**src/rtl/eth_spi_pkg.sv**
```systemverilog
// Shared definitions for the Ethernet-controller SPI master: register map,
// field positions and FSM states.
package eth_spi_pkg;

  localparam int ADDR_W = 2;
  localparam int BUS_W  = 32;

  localparam logic [ADDR_W-1:0] ADDR_DATA    = 2'd0;
  localparam logic [ADDR_W-1:0] ADDR_STATUS  = 2'd1;
  localparam logic [ADDR_W-1:0] ADDR_CONTROL = 2'd2;

  localparam int ST_BUSY    = 0;
  localparam int ST_DONE    = 1;
  localparam int ST_OVERRUN = 2;

  localparam int CTRL_CS      = 0;
  localparam int CTRL_IRQ_EN  = 1;
  localparam int CTRL_DIV_LSB = 8;
  localparam int CTRL_DIV_W   = 8;

  // Smallest divider that still leaves room for the SO synchroniser delay.
  localparam logic [CTRL_DIV_W-1:0] DIV_MIN = 8'd2;

  typedef enum logic [1:0] {
    IDLE,
    SCK_LO,
    SCK_HI
  } spi_state_e;

  function automatic logic [CTRL_DIV_W-1:0] clamp_div(input logic [CTRL_DIV_W-1:0] d);
    return (d < DIV_MIN) ? DIV_MIN : d;
  endfunction

endpackage

```
**src/rtl/eth_spi_master_if.sv**
```systemverilog
// Avalon-MM register port of the SPI master; the CPU side is the master.
interface eth_spi_master_if;
  import eth_spi_pkg::*;

  logic [ADDR_W-1:0] address;
  logic              chipselect;
  logic              write_n;
  logic [BUS_W-1:0]  writedata;
  logic [BUS_W-1:0]  readdata;

  modport master (
    output address, chipselect, write_n, writedata,
    input  readdata
  );

  modport slave (
    input  address, chipselect, write_n, writedata,
    output readdata
  );

endinterface

```
**src/rtl/eth_spi_sync2.sv**
```systemverilog
// Two-flop synchroniser for one asynchronous input, cleared by reset.
module eth_spi_sync2 (
  input  logic clk,
  input  logic reset_n,
  input  logic d_i,
  output logic q_o
);

  logic meta_q;
  logic sync_q;

  always_ff @(posedge clk or negedge reset_n) begin
    if (!reset_n) begin
      meta_q <= 1'b0;
      sync_q <= 1'b0;
    end else begin
      meta_q <= d_i;
      sync_q <= meta_q;
    end
  end

  assign q_o = sync_q;

endmodule

```
**src/rtl/eth_spi_master.sv**
```systemverilog
// Mode-0, MSB-first SPI master with an Avalon-MM register bank; drives the
// Ethernet controller's SCK/SI/CS_n and captures its SO line.
module eth_spi_master
  import eth_spi_pkg::*;
#(
  parameter int unsigned CLK_DIV_DEFAULT = 4,
  parameter int unsigned DATA_W          = 8
) (
  input  logic            clk,
  input  logic            reset_n,
  eth_spi_master_if.slave bus,
  output logic            spi_sck,
  output logic            spi_si,
  input  logic            spi_so,
  output logic            spi_cs_n,
  output logic            irq
);

  localparam int BIT_W = $clog2(DATA_W);

  spi_state_e            state_q;
  logic [CTRL_DIV_W-1:0] div_q, div_d;
  logic [CTRL_DIV_W-1:0] xfer_div_q;
  logic [CTRL_DIV_W-1:0] phase_q;
  logic [BIT_W-1:0]      bit_q;
  logic [DATA_W-1:0]     tx_q;
  logic [DATA_W-1:0]     rx_shift_q;
  logic [DATA_W-1:0]     rxdata_q;
  logic [DATA_W-1:0]     rx_next;
  logic                  done_q, done_d;
  logic                  overrun_q, overrun_d;
  logic                  cs_assert_q, cs_assert_d;
  logic                  irq_en_q, irq_en_d;
  logic                  sck_q, si_q, cs_n_q, irq_q;
  logic [BUS_W-1:0]      readdata_q, readdata_d;

  logic so_sync;
  logic wr_en, wr_data, wr_status, wr_ctrl;
  logic busy, start, phase_end, last_bit_end;
  logic unused_wdata;

  eth_spi_sync2 u_so_sync (
    .clk     (clk),
    .reset_n (reset_n),
    .d_i     (spi_so),
    .q_o     (so_sync)
  );

  assign wr_en     = bus.chipselect & ~bus.write_n;
  assign wr_data   = wr_en && (bus.address == ADDR_DATA);
  assign wr_status = wr_en && (bus.address == ADDR_STATUS);
  assign wr_ctrl   = wr_en && (bus.address == ADDR_CONTROL);

  assign busy         = (state_q != IDLE);
  assign start        = wr_data && !busy;
  assign phase_end    = (phase_q == xfer_div_q);
  assign last_bit_end = (state_q == SCK_HI) && phase_end && (bit_q == '0);
  assign rx_next      = {rx_shift_q[DATA_W-2:0], so_sync};

  assign unused_wdata = ^bus.writedata[BUS_W-1:CTRL_DIV_LSB+CTRL_DIV_W];

  // Status sets are applied after the W1C clear so a coincident set wins.
  always_comb begin : reg_next
    done_d      = done_q;
    overrun_d   = overrun_q;
    cs_assert_d = cs_assert_q;
    irq_en_d    = irq_en_q;
    div_d       = div_q;
    if (wr_status) begin
      if (bus.writedata[ST_DONE])    done_d    = 1'b0;
      if (bus.writedata[ST_OVERRUN]) overrun_d = 1'b0;
    end
    if (last_bit_end)    done_d    = 1'b1;
    if (wr_data && busy) overrun_d = 1'b1;
    if (wr_ctrl) begin
      cs_assert_d = bus.writedata[CTRL_CS];
      irq_en_d    = bus.writedata[CTRL_IRQ_EN];
      div_d       = clamp_div(bus.writedata[CTRL_DIV_LSB +: CTRL_DIV_W]);
    end
  end

  always_comb begin : read_mux
    readdata_d = '0;
    case (bus.address)
      ADDR_DATA: readdata_d[DATA_W-1:0] = rxdata_q;
      ADDR_STATUS: begin
        readdata_d[ST_BUSY]    = busy;
        readdata_d[ST_DONE]    = done_q;
        readdata_d[ST_OVERRUN] = overrun_q;
      end
      ADDR_CONTROL: begin
        readdata_d[CTRL_CS]                         = cs_assert_q;
        readdata_d[CTRL_IRQ_EN]                     = irq_en_q;
        readdata_d[CTRL_DIV_LSB +: CTRL_DIV_W]      = div_q;
      end
      default: readdata_d = '0;
    endcase
  end

  always_ff @(posedge clk or negedge reset_n) begin
    if (!reset_n) begin
      state_q     <= IDLE;
      div_q       <= CTRL_DIV_W'(CLK_DIV_DEFAULT);
      xfer_div_q  <= CTRL_DIV_W'(CLK_DIV_DEFAULT);
      phase_q     <= '0;
      bit_q       <= '0;
      tx_q        <= '0;
      rx_shift_q  <= '0;
      rxdata_q    <= '0;
      done_q      <= 1'b0;
      overrun_q   <= 1'b0;
      cs_assert_q <= 1'b0;
      irq_en_q    <= 1'b0;
      sck_q       <= 1'b0;
      si_q        <= 1'b0;
      cs_n_q      <= 1'b1;
      irq_q       <= 1'b0;
      readdata_q  <= '0;
    end else begin
      done_q      <= done_d;
      overrun_q   <= overrun_d;
      cs_assert_q <= cs_assert_d;
      irq_en_q    <= irq_en_d;
      div_q       <= div_d;
      cs_n_q      <= ~cs_assert_d;
      irq_q       <= irq_en_d & done_d;
      readdata_q  <= readdata_d;

      case (state_q)
        IDLE: begin
          if (start) begin
            state_q    <= SCK_LO;
            tx_q       <= bus.writedata[DATA_W-1:0];
            si_q       <= bus.writedata[DATA_W-1];
            xfer_div_q <= div_q;
            phase_q    <= '0;
            bit_q      <= BIT_W'(DATA_W - 1);
          end
        end
        SCK_LO: begin
          if (phase_end) begin
            phase_q <= '0;
            sck_q   <= 1'b1;
            state_q <= SCK_HI;
          end else begin
            phase_q <= phase_q + 1'b1;
          end
        end
        SCK_HI: begin
          if (phase_end) begin
            phase_q    <= '0;
            sck_q      <= 1'b0;
            rx_shift_q <= rx_next;
            if (bit_q == '0) begin
              state_q  <= IDLE;
              rxdata_q <= rx_next;
            end else begin
              bit_q   <= bit_q - BIT_W'(1);
              tx_q    <= {tx_q[DATA_W-2:0], 1'b0};
              si_q    <= tx_q[DATA_W-2];
              state_q <= SCK_LO;
            end
          end else begin
            phase_q <= phase_q + 1'b1;
          end
        end
        default: state_q <= IDLE;
      endcase
    end
  end

  assign bus.readdata = readdata_q;
  assign spi_sck      = sck_q;
  assign spi_si       = si_q;
  assign spi_cs_n     = cs_n_q;
  assign irq          = irq_q;

endmodule

```
**src/flat_wrapper.sv**
```systemverilog
// flat-port wrapper written by rule: the top's interface ports become plain ports
module eth_spi_master_flat import eth_spi_pkg::*;
#(
  parameter int unsigned CLK_DIV_DEFAULT = 4,
  parameter int unsigned DATA_W          = 8
)
  (clk, reset_n, spi_sck, spi_si, spi_so, spi_cs_n, irq, bus_address, bus_chipselect, bus_write_n, bus_writedata, bus_readdata);
  eth_spi_master_if bus_i ();
  input  logic clk;
  input  logic reset_n;
  output logic spi_sck;
  output logic spi_si;
  input  logic spi_so;
  output logic spi_cs_n;
  output logic irq;
  input wire logic [$bits(bus_i.address)-1:0] bus_address;
  input wire logic [$bits(bus_i.chipselect)-1:0] bus_chipselect;
  input wire logic [$bits(bus_i.write_n)-1:0] bus_write_n;
  input wire logic [$bits(bus_i.writedata)-1:0] bus_writedata;
  output wire logic [$bits(bus_i.readdata)-1:0] bus_readdata;
  assign bus_i.address = bus_address;
  assign bus_i.chipselect = bus_chipselect;
  assign bus_i.write_n = bus_write_n;
  assign bus_i.writedata = bus_writedata;
  assign bus_readdata = bus_i.readdata;
  eth_spi_master #(.CLK_DIV_DEFAULT(CLK_DIV_DEFAULT), .DATA_W(DATA_W)) u_core (.clk(clk), .reset_n(reset_n), .bus(bus_i), .spi_sck(spi_sck), .spi_si(spi_si), .spi_so(spi_so), .spi_cs_n(spi_cs_n), .irq(irq));
endmodule
```
**config.mk**
```make
export PLATFORM = sky130hd
export DESIGN_NAME = eth_spi_master_flat
export DESIGN_NICKNAME = d
export VERILOG_FILES = /design/src/rtl/eth_spi_pkg.sv /design/src/rtl/eth_spi_master_if.sv /design/src/rtl/eth_spi_sync2.sv /design/src/rtl/eth_spi_master.sv /design/src/flat_wrapper.sv
export SDC_FILE = /design/constraint.sdc
export NUM_CORES = 1
export LEC_CHECK = 0
export ABC_AREA = 1
export CAP_MARGIN = 20
export CORE_MARGIN = 5
export CORE_UTILIZATION = 45
export CTS_CLUSTER_SIZE = 10
export DETAILED_ROUTE_END_ITERATION = 10
export GPL_ROUTABILITY_DRIVEN = 0
export PLACE_DENSITY = 0.8
export SKIP_LAST_GASP = 1
export SLEW_MARGIN = 0
export SYNTH_ARGS = -nofsm -noshare
export SYNTH_HDL_FRONTEND = slang
export SYNTH_SLANG_ARGS = --single-unit
```
**constraint.sdc**
```tcl
create_clock -name clk -period 2.05 [get_ports clk]
set_input_delay 0.41 -clock clk [delete_from_list [all_inputs] [get_ports clk]]
set_output_delay 0.41 -clock clk [all_outputs]
set_load 0.01 [all_outputs]
```
# --- After elaboration in Yosys (flattened, before gate mapping) ---
# Cells that the tools add are included.
classes:
  n_lt_le_gt_ge: 1
  n_reduce_logical: 26
  addsub: 2
  mux: 36
  n_eq_ne: 9
  n_bitwise: 4
op_table:
  columns: ["cell", "count"]
  rows:
  - ["$mux 8", 4]
  - ["$mux 7", 3]
  - ["$pmux 8 s2", 1]
  - ["$mux 1", 14]
  - ["$pmux 7 s2", 1]
  - ["$pmux 2 s3", 2]
  - ["$reduce_bool 2->1", 6]
  - ["$mux 3", 3]
  - ["$reduce_and 3->1", 3]
  - ["$add 8x1->8 const B", 1]
  - ["$eq 8x8->1", 1]
  - ["$lt 8x2->1 const B", 1]
  - ["$reduce_and 2->1", 4]
  - ["$logic_and 1x1->1", 7]
  - ["$mux 2", 3]
  - ["$ne 2x1->1 const B", 3]
  - ["$pmux 1 s2", 3]
  - ["$pmux 3 s2", 1]
  - ["$mux 5", 1]
  - ["$eq 2x1->1 const B", 2]
  - ["$eq 2x2->1 const B", 2]
  - ["$logic_not 2->1", 2]
  - ["$reduce_and 4->1", 1]
  - ["$logic_not 3->1", 1]
  - ["other kinds (6)", 8]
word_totals:
  reg_bits: 77
  output_inout_bits: 36
  input_bits: 39

# --- Longest topological paths before layout ---
# Gate-level depths: netlist (run 1).
logic_depth:
  ltp_word: 6
  ltp_mapped: 11

# --- Cells and area by module ---
# A second synthesis (run 1) with hierarchy kept.
unflattened:
  hier_cells: 409
  area_unflattened_um2: 3601.0
modules_own_cells:
  columns: ["mod", "area_per_inst_um2", "instances", "cells_per_inst"]
  rows:
  - ["eth_spi_master", 3550.9, 1, 407]
  - ["eth_spi_sync2", 50.0, 1, 2]

# --- Worst setup path after synthesis (run 1) ---
# No wires, ideal clock.
synth_path:
  kind: "register -> register"
  startpoint: "register u_core.state_q[0]"
  endpoint: "register u_core.tx_q[2]"
  setup_slack_ps: 487
  path_buffers: 2
  arrival_time_ps: 1498
  required_time_ps: 1985
  stages_incl_launch_ff: 12
  setup_time_ps: 65
  period_less_slack_ps: 1563
  cell_sequence: "dfrtp_1 -> inv_1 -> ha_1 -> buf_4 -> inv_2 -> nand2_1 -> nand2_1 -> nand2_1 -> inv_1 -> buf_4 -> nand3_1 -> nand2_1"
synth_via:
  elab_chain_len: 5
  word_cells_on_any_way: 11
synth_lines:
  columns: ["element", "line_no", "rtl"]
  rows:
  - ["start, declared", "eth_spi_master.sv:21", "spi_state_e state_q;"]
  - ["start signal, assigned", "eth_spi_master.sv:102", "state_q <= IDLE;"]
  - ["start signal, assigned", "eth_spi_master.sv:132", "state_q <= SCK_LO;"]
  - ["start signal, assigned", "eth_spi_master.sv:144", "state_q <= SCK_HI;"]
  - ["$reduce_bool 2->1", "eth_spi_master.sv:54", "assign busy = (state_q != IDLE);"]
  - ["$logic_not 1->1", "eth_spi_master.sv:55", "assign start = wr_data && !busy;"]
  - ["$logic_and 1x1->1", "eth_spi_master.sv:55", null]
  - ["$ne 2x1->1 (no line)", null, null]
  - ["$reduce_and 4->1 (no line)", null, null]
  - ["end signal, assigned", "eth_spi_master.sv:133", "tx_q <= bus.writedata[DATA_W-1:0];"]
  - ["end signal, assigned", "eth_spi_master.sv:159", "tx_q <= {tx_q[DATA_W-2:0], 1'b0};"]
  - ["end, declared", "eth_spi_master.sv:26", "logic [DATA_W-1:0] tx_q;"]
# Parallel ways exist; a longest one is shown, timed or not.
# A chain may end at the register's enable or synchronous reset.

# --- Final worst setup path (run 1) ---
layout_path:
  startpoint: "register u_core.cs_n_q, in the netlist u_core.spi_cs_n"
  endpoint: "output spi_cs_n"
layout_lines:
  columns: ["element", "line_no", "rtl"]
  rows:
  - ["start, declared", "eth_spi_master.sv:34", "logic sck_q, si_q, cs_n_q, irq_q;"]
  - ["start signal, assigned", "eth_spi_master.sv:125", "cs_n_q <= ~cs_assert_d;"]
  - ["end, declared", "flat_wrapper.sv:14", "output logic spi_cs_n;"]
# No word-level cell between the ends.

==> flow_metrics.env, run 1 <==
export IMPL_cp_startpoint="u_core.spi_cs_n"
export IMPL_syn_area_per_cell_um2=8.55
export IMPL_placed_cells=582
export IMPL_drtAntennaViolNets=0
export IMPL_start_kind="register"
export IMPL_fill_cells=705
export IMPL_layout_min_cycle_time_ps=1810
export IMPL_core_area_um2=8130
export IMPL_post_cts_resized=0
export IMPL_peakVddDrop_v=0.000429
export IMPL_vias=2788
export IMPL_p_clk_share_pct=21.5
export IMPL_rr_worst_depth=8
export IMPL_drv_slew=0
export IMPL_syn_to_final_growth_pct=17.6
export IMPL_synthCells=437
export IMPL_failed_checks="negative hold slack"
export IMPL_drc=0
export IMPL_async_flop_share_pct=100
export IMPL_worstPathArrival_ps=1400
export IMPL_dieArea_um2=10200
export IMPL_met1_usage_pct=19.3
export IMPL_fin_cells=598
export IMPL_grt_busiest_layer="met2"
export IMPL_fmaxAchievable_mhz=554
export IMPL_finClkSkew_ps=9.68
export IMPL_p_switching_w=0.00182
export IMPL_mappedNetlistArea_um2=3740
export IMPL_insertion_delay_ps=350
export IMPL_avgRoutedWirePerCell_um=12.0
export IMPL_die_w_um=101
export IMPL_leakagePower_nw=2.25
export IMPL_netlist_top_cells_count="139 x nand2_1, 74 x dfrtp_1, 59 x inv_1"
export IMPL_cts_reportedPaths_clkPinSlew_ps=80
export IMPL_antenna_found_initial=0
export IMPL_r2r_slack_ps=260
export IMPL_cp_slowest_stage_delay_ps=530
export IMPL_netlist_cell_type_count=32
export IMPL_post_cts_setup_buffers=0
export IMPL_holdWs_ps=-0.244
export IMPL_io_pins=75
export IMPL_drt_iter0_drc=143
export IMPL_drive_gt1_share_pct=12.0
export IMPL_crit_chain="clkdlybuf4s50_1"
export IMPL_synth_top_area_share_pct=49.5
export IMPL_rr_endpoint="u_core.state_q[0]"
export IMPL_clock_tree_root_cell="clkbuf_8"
export IMPL_p_int_w=0.00300
export IMPL_fin_tns_setup_ps=0
export IMPL_power_density_nw_per_um2=1100
export IMPL_yosysMostFrequentCell="nand2_1"
export IMPL_placed_cell_area_um2=4220
export IMPL_grt_use_total_pct=15.2
export IMPL_cts_buffers=9
export IMPL_synth_edff_count=0
export IMPL_status="finished, violations left"
export IMPL_synth_top_area_cell="dfrtp_1"
export IMPL_hold_viol=1
export IMPL_port_buffers=42
export IMPL_ys_warnings_count=0
export IMPL_nNetsFinal=535
export IMPL_crit_fanout=1
export IMPL_clkSinkCount=77
export IMPL_critPathTopFamily="flip-flops"
export IMPL_rsz0062_at_grt="false"
export IMPL_start_util_pct=45.9
export IMPL_ys_ff_latch=77
export IMPL_drt_pass1_iter_count=4
export IMPL_drt_wl_total_um=7170
export IMPL_grt_use_met2_pct=24.3
export IMPL_rows=33
export IMPL_fin_area_um2=4400
export IMPL_met3_usage_pct=4.34
export IMPL_finalCritPeriodShare_pct=88.1
export IMPL_grt_first_pass_wirelength_um=12300
export IMPL_hp_class="input pin to async pin"
export IMPL_grt_overflow=0
export IMPL_post_route_util_pct=54.0
export IMPL_cts_tree="built"
export IMPL_critPathKind="register to primary output"
export IMPL_place_hpwl_um=5300
export IMPL_hold_buffers=0
export IMPL_insertedDiodeCount=0
export IMPL_viasPerCell=4.66
export IMPL_cts_buffer_depth=2
export IMPL_yosys_most_used_dff="dfrtp_1"
export IMPL_setup_viol=0
export IMPL_cap_violations=0
export IMPL_yosys_top_cells_area="dfrtp_1 50%, nand2_1 14%, inv_1 5.9%"
export IMPL_grt_pass1_vias=2724
export IMPL_grt_max_degree=46
export IMPL_critPathRequiredTime_ps=1640
export IMPL_p_sw_share_pct=37.7
export IMPL_seq_power_share_pct=43.0
export IMPL_worstReg2RegStart="u_core.state_q[0]"
export IMPL_die_h_um=101
export IMPL_critPathBufInv=1
export IMPL_cp_slowest_cell="dfstp_2"
export IMPL_htreeDepth=3
export IMPL_critPathCaptureType="primary output"
export IMPL_combPwrFrac_pct=35.5
export IMPL_ys_seq_area_share_pct=51.7
==> cells in the final DEF, fill, tap and decap left out, types with 4 or more instances in the layout <==
master,count
dfrtp_1,74
clkbuf_8,10
ha_1,8
nand2_2,6
o21ai_2,11
nand4_1,8
o21ai_0,26
xnor2_1,4
conb_1,16
a21oi_1,6
nor2_1,26
nand2_1,139
nand3_1,19
inv_1,59
buf_4,11
clkdlybuf4s50_1,41
==> worst reg2reg max path, cell delays in order (launching register included) <==
cell and delay, ps:
dfrtp_1 430, inv_1 90, ha_1 290, buf_4 210, or2_2 290, nand2_1 150
nand2_1 100, nand2_1 70, nand2_1 50
==> final cells by class <==
type | count | area (um^2) | share of cell area (%)
Sequential cell | 77 | 1930 | 43.9
Inverter | 61 | 229 | 5.21
Tap cell | 105 | 131 | 2.99
Clock inverter | 5 | 36.3 | 0.826
Timing Repair Buffer | 53 | 513 | 11.7
Clock buffer | 11 | 141 | 3.22
Multi-Input combinational cell | 286 | 1410 | 32.2
==> registers in the layout, summed over array words and instances (netlist names), 2 cells and up <==
| register | count |
|---|---|
| u_core.rx_shift_q | 7 |
| u_core.div_q | 8 |
| u_core.phase_q | 8 |
| u_core.xfer_div_q | 8 |
| u_core.rxdata_q | 8 |
| u_core.state_q | 2 |
| u_core.bus.readdata | 16 |
| u_core.bit_q | 3 |
| u_core.tx_q | 7 |
==> cells by family after synthesis <==
group	after synthesis	synth area share (%)
DFF	77	51.7
other	1	0.100
adders and majority gates	8	2.68
xor gates and xnor gates	5	1.17
buffers and inverters	89	12.0
AOI/OAI and AO/OA	47	7.70
and+or+nand+nor	210	24.7
==> power groups by stage <==
stage	Clock, W	Sequential, W	Combinational [W]
2_1_floorplan	0	0.00207	0.00127
3_3_place_gp	0	0.00208	0.00165
3_5_place_dp	0	0.00209	0.00171
4_1_cts	0.00106	0.00207	0.00172
5_1_grt	0.00112	0.00211	0.00196
6_report	0.00103	0.00207	0.00171
==> layer usage <==
metal  up-vias  routed length [um]
li1       1420                   -
met1      1301                3210
met2        55                3480
met3        12                 339
met4         0                 145
met5         -                   0
==> per-stage QoR <==
| stage | power [W] | setup WS (ps) |
|---|---|---|
| 6_report | 0.00481 | 244 |
| 3_3_place_gp | 0.00373 | 66.7 |
| 5_1_grt | 0.00519 | 118 |
| 2_1_floorplan | 0.00334 | 487 |
| 3_5_place_dp | 0.00381 | 24.6 |
| 4_1_cts | 0.00485 | 221 |
==> worst max-delay path by stage <==
| stage | endpoint | slack [ps] | cells past startpoint |
|---|---|---|---|
| 5_1_grt | u_core.state_q[0] | 120 | 8 |
| 3_5_place_dp | u_core.phase_q[3] | 20 | 10 |
| 2_1_floorplan | u_core.tx_q[2] | 490 | 11 |
| 6_report | spi_cs_n | 240 | 1 |
| 4_1_cts | spi_cs_n | 220 | 1 |
| 3_3_place_gp | u_core.phase_q[7] | 70 | 10 |
No activity file was read; power rests on OpenSTA's default activity.
==> run 2: changes to the inputs <==
CTS_BUF_LIST = sky130_fd_sc_hd__clkbuf_4 sky130_fd_sc_hd__clkbuf_8   (was default)
==> flow_metrics.env, run 2 (synthesis gave the netlist of run 1 again) <==
export IMPL_placed_cells=582
export IMPL_drc=0
export IMPL_drt_pass1_iter_count=4
export IMPL_placed_cell_area_um2=4220
export IMPL_hp_class="input pin to async pin"
export IMPL_fin_area_um2=4400
export IMPL_drt_wl_total_um=7210
export IMPL_rsz0062_at_grt="false"
export IMPL_cts_buffers=9
export IMPL_combPwrFrac_pct=35.5
export IMPL_antenna_found_initial=0
export IMPL_grt_max_degree=46
export IMPL_p_switching_w=0.00182
export IMPL_peakVddDrop_v=0.000431
export IMPL_clock_tree_root_cell="clkbuf_8"
export IMPL_critPathKind="register to primary output"
export IMPL_avgRoutedWirePerCell_um=12.1
export IMPL_post_cts_resized=0
export IMPL_seq_power_share_pct=42.8
export IMPL_hold_buffers=0
export IMPL_critPathRequiredTime_ps=1640
export IMPL_viasPerCell=4.65
export IMPL_critPathCaptureType="primary output"
export IMPL_grt_overflow=0
export IMPL_fin_cells=598
export IMPL_p_sw_share_pct=37.7
export IMPL_place_hpwl_um=5300
export IMPL_drive_gt1_share_pct=12.2
export IMPL_cp_slowest_cell="dfstp_2"
export IMPL_syn_to_final_growth_pct=17.7
export IMPL_holdWs_ps=-5.49
export IMPL_p_int_w=0.00301
export IMPL_crit_fanout=1
export IMPL_die_h_um=101
export IMPL_drt_iter0_drc=153
export IMPL_finClkSkew_ps=8.89
export IMPL_final_common_cell="nand2_1"
export IMPL_largest_reg_flops=16
export IMPL_failed_checks="negative hold slack"
export IMPL_htreeDepth=3
export IMPL_grt_use_total_pct=15.2
export IMPL_cap_violations=0
export IMPL_nNetsFinal=535
export IMPL_layout_min_cycle_time_ps=1810
export IMPL_port_buffers=42
export IMPL_fin_tns_setup_ps=0
export IMPL_power_density_nw_per_um2=1100
export IMPL_drv_slew=0
export IMPL_insertion_delay_ps=350
export IMPL_grt_pass1_vias=2735
export IMPL_leakagePower_nw=2.25
export IMPL_start_util_pct=45.9
export IMPL_cp_slowest_stage_delay_ps=530
export IMPL_fmaxAchievable_mhz=552
export IMPL_insertedDiodeCount=0
export IMPL_finalCritPeriodShare_pct=88.3
export IMPL_cts_reportedPaths_clkPinSlew_ps=80
export IMPL_vias=2783
export IMPL_cts_tree="built"
export IMPL_critPathBufInv=1
export IMPL_final_cell_mix="139 x nand2_1, 74 x dfrtp_1, 59 x inv_1"
export IMPL_crit_chain="clkdlybuf4s50_1"
export IMPL_p_clk_share_pct=21.7
export IMPL_worstPathArrival_ps=1400
export IMPL_drtAntennaViolNets=0
export IMPL_cts_buffer_depth=2
export IMPL_hold_viol=2
export IMPL_finalPower_w=0.00483
export IMPL_setup_viol=0
export IMPL_start_kind="register"
export IMPL_status="finished, violations left"
export IMPL_core_area_um2=8130
export IMPL_dieArea_um2=10200
export IMPL_grt_first_pass_wirelength_um=12400
export IMPL_rows=33
export IMPL_clkSinkCount=77
export IMPL_r2r_slack_ps=250
export IMPL_critPathTopFamily="flip-flops"
export IMPL_die_w_um=101
export IMPL_post_cts_setup_buffers=0
export IMPL_io_pins=75
[run 2: cell counts in the layout (fill, tap and decap cells not counted)]
No cell type changed its count.
[run 2: power by group through the flow]
stage | combinational (W) | sequential (W) | clock (W)
2_1_floorplan | 0.00127 | 0.00207 | 0
3_3_place_gp | 0.00165 | 0.00208 | 0
3_5_place_dp | 0.00171 | 0.00209 | 0
4_1_cts | 0.00172 | 0.00207 | 0.00107
5_1_grt | 0.00196 | 0.00211 | 0.00113
6_report | 0.00171 | 0.00207 | 0.00105
[run 2: area by class of cell]
cell class                      instances  area (um^2)
Timing Repair Buffer                   53          513
Inverter                               61          229
Clock inverter                          5         36.3
Multi-Input combinational cell        286         1410
Clock buffer                           11          145
Sequential cell                        77         1930
Fill cell                             703         3730
Tap cell                              105          131
[run 2: path summary, 6_finish.rpt]
check | from | endpoint | cells after the start
worst max-delay path | u_core.spi_cs_n | spi_cs_n | 1
worst min-delay path | reset_n | u_core.div_q[5] | 1
worst max register to register | u_core.state_q[0] | u_core.state_q[0] | 8
worst min register to register | u_core.u_so_sync.meta_q | u_core.u_so_sync.q_o | 0
max in group asynchronous | reset_n | u_core.div_q[2] | 2
min in group clk | u_core.u_so_sync.meta_q | u_core.u_so_sync.q_o | 0
[run 2: metal layers]
layer	vias up	global-route usage, %	part of all wire (%)
li1	1418	-	-
met1	1297	19.3	44
met2	56	24.4	49
met3	12	4.34	4.5
met4	0	6.54	2.2
met5	-	0	0
[run 2: per-stage QoR]
stage	util, %	worst slack (ps)
after floorplan	-	487
after CTS	54.1	220
after detailed placement	51.9	24.6
final	54.1	239
after global placement	51.9	66.7
after global routing	54.1	118
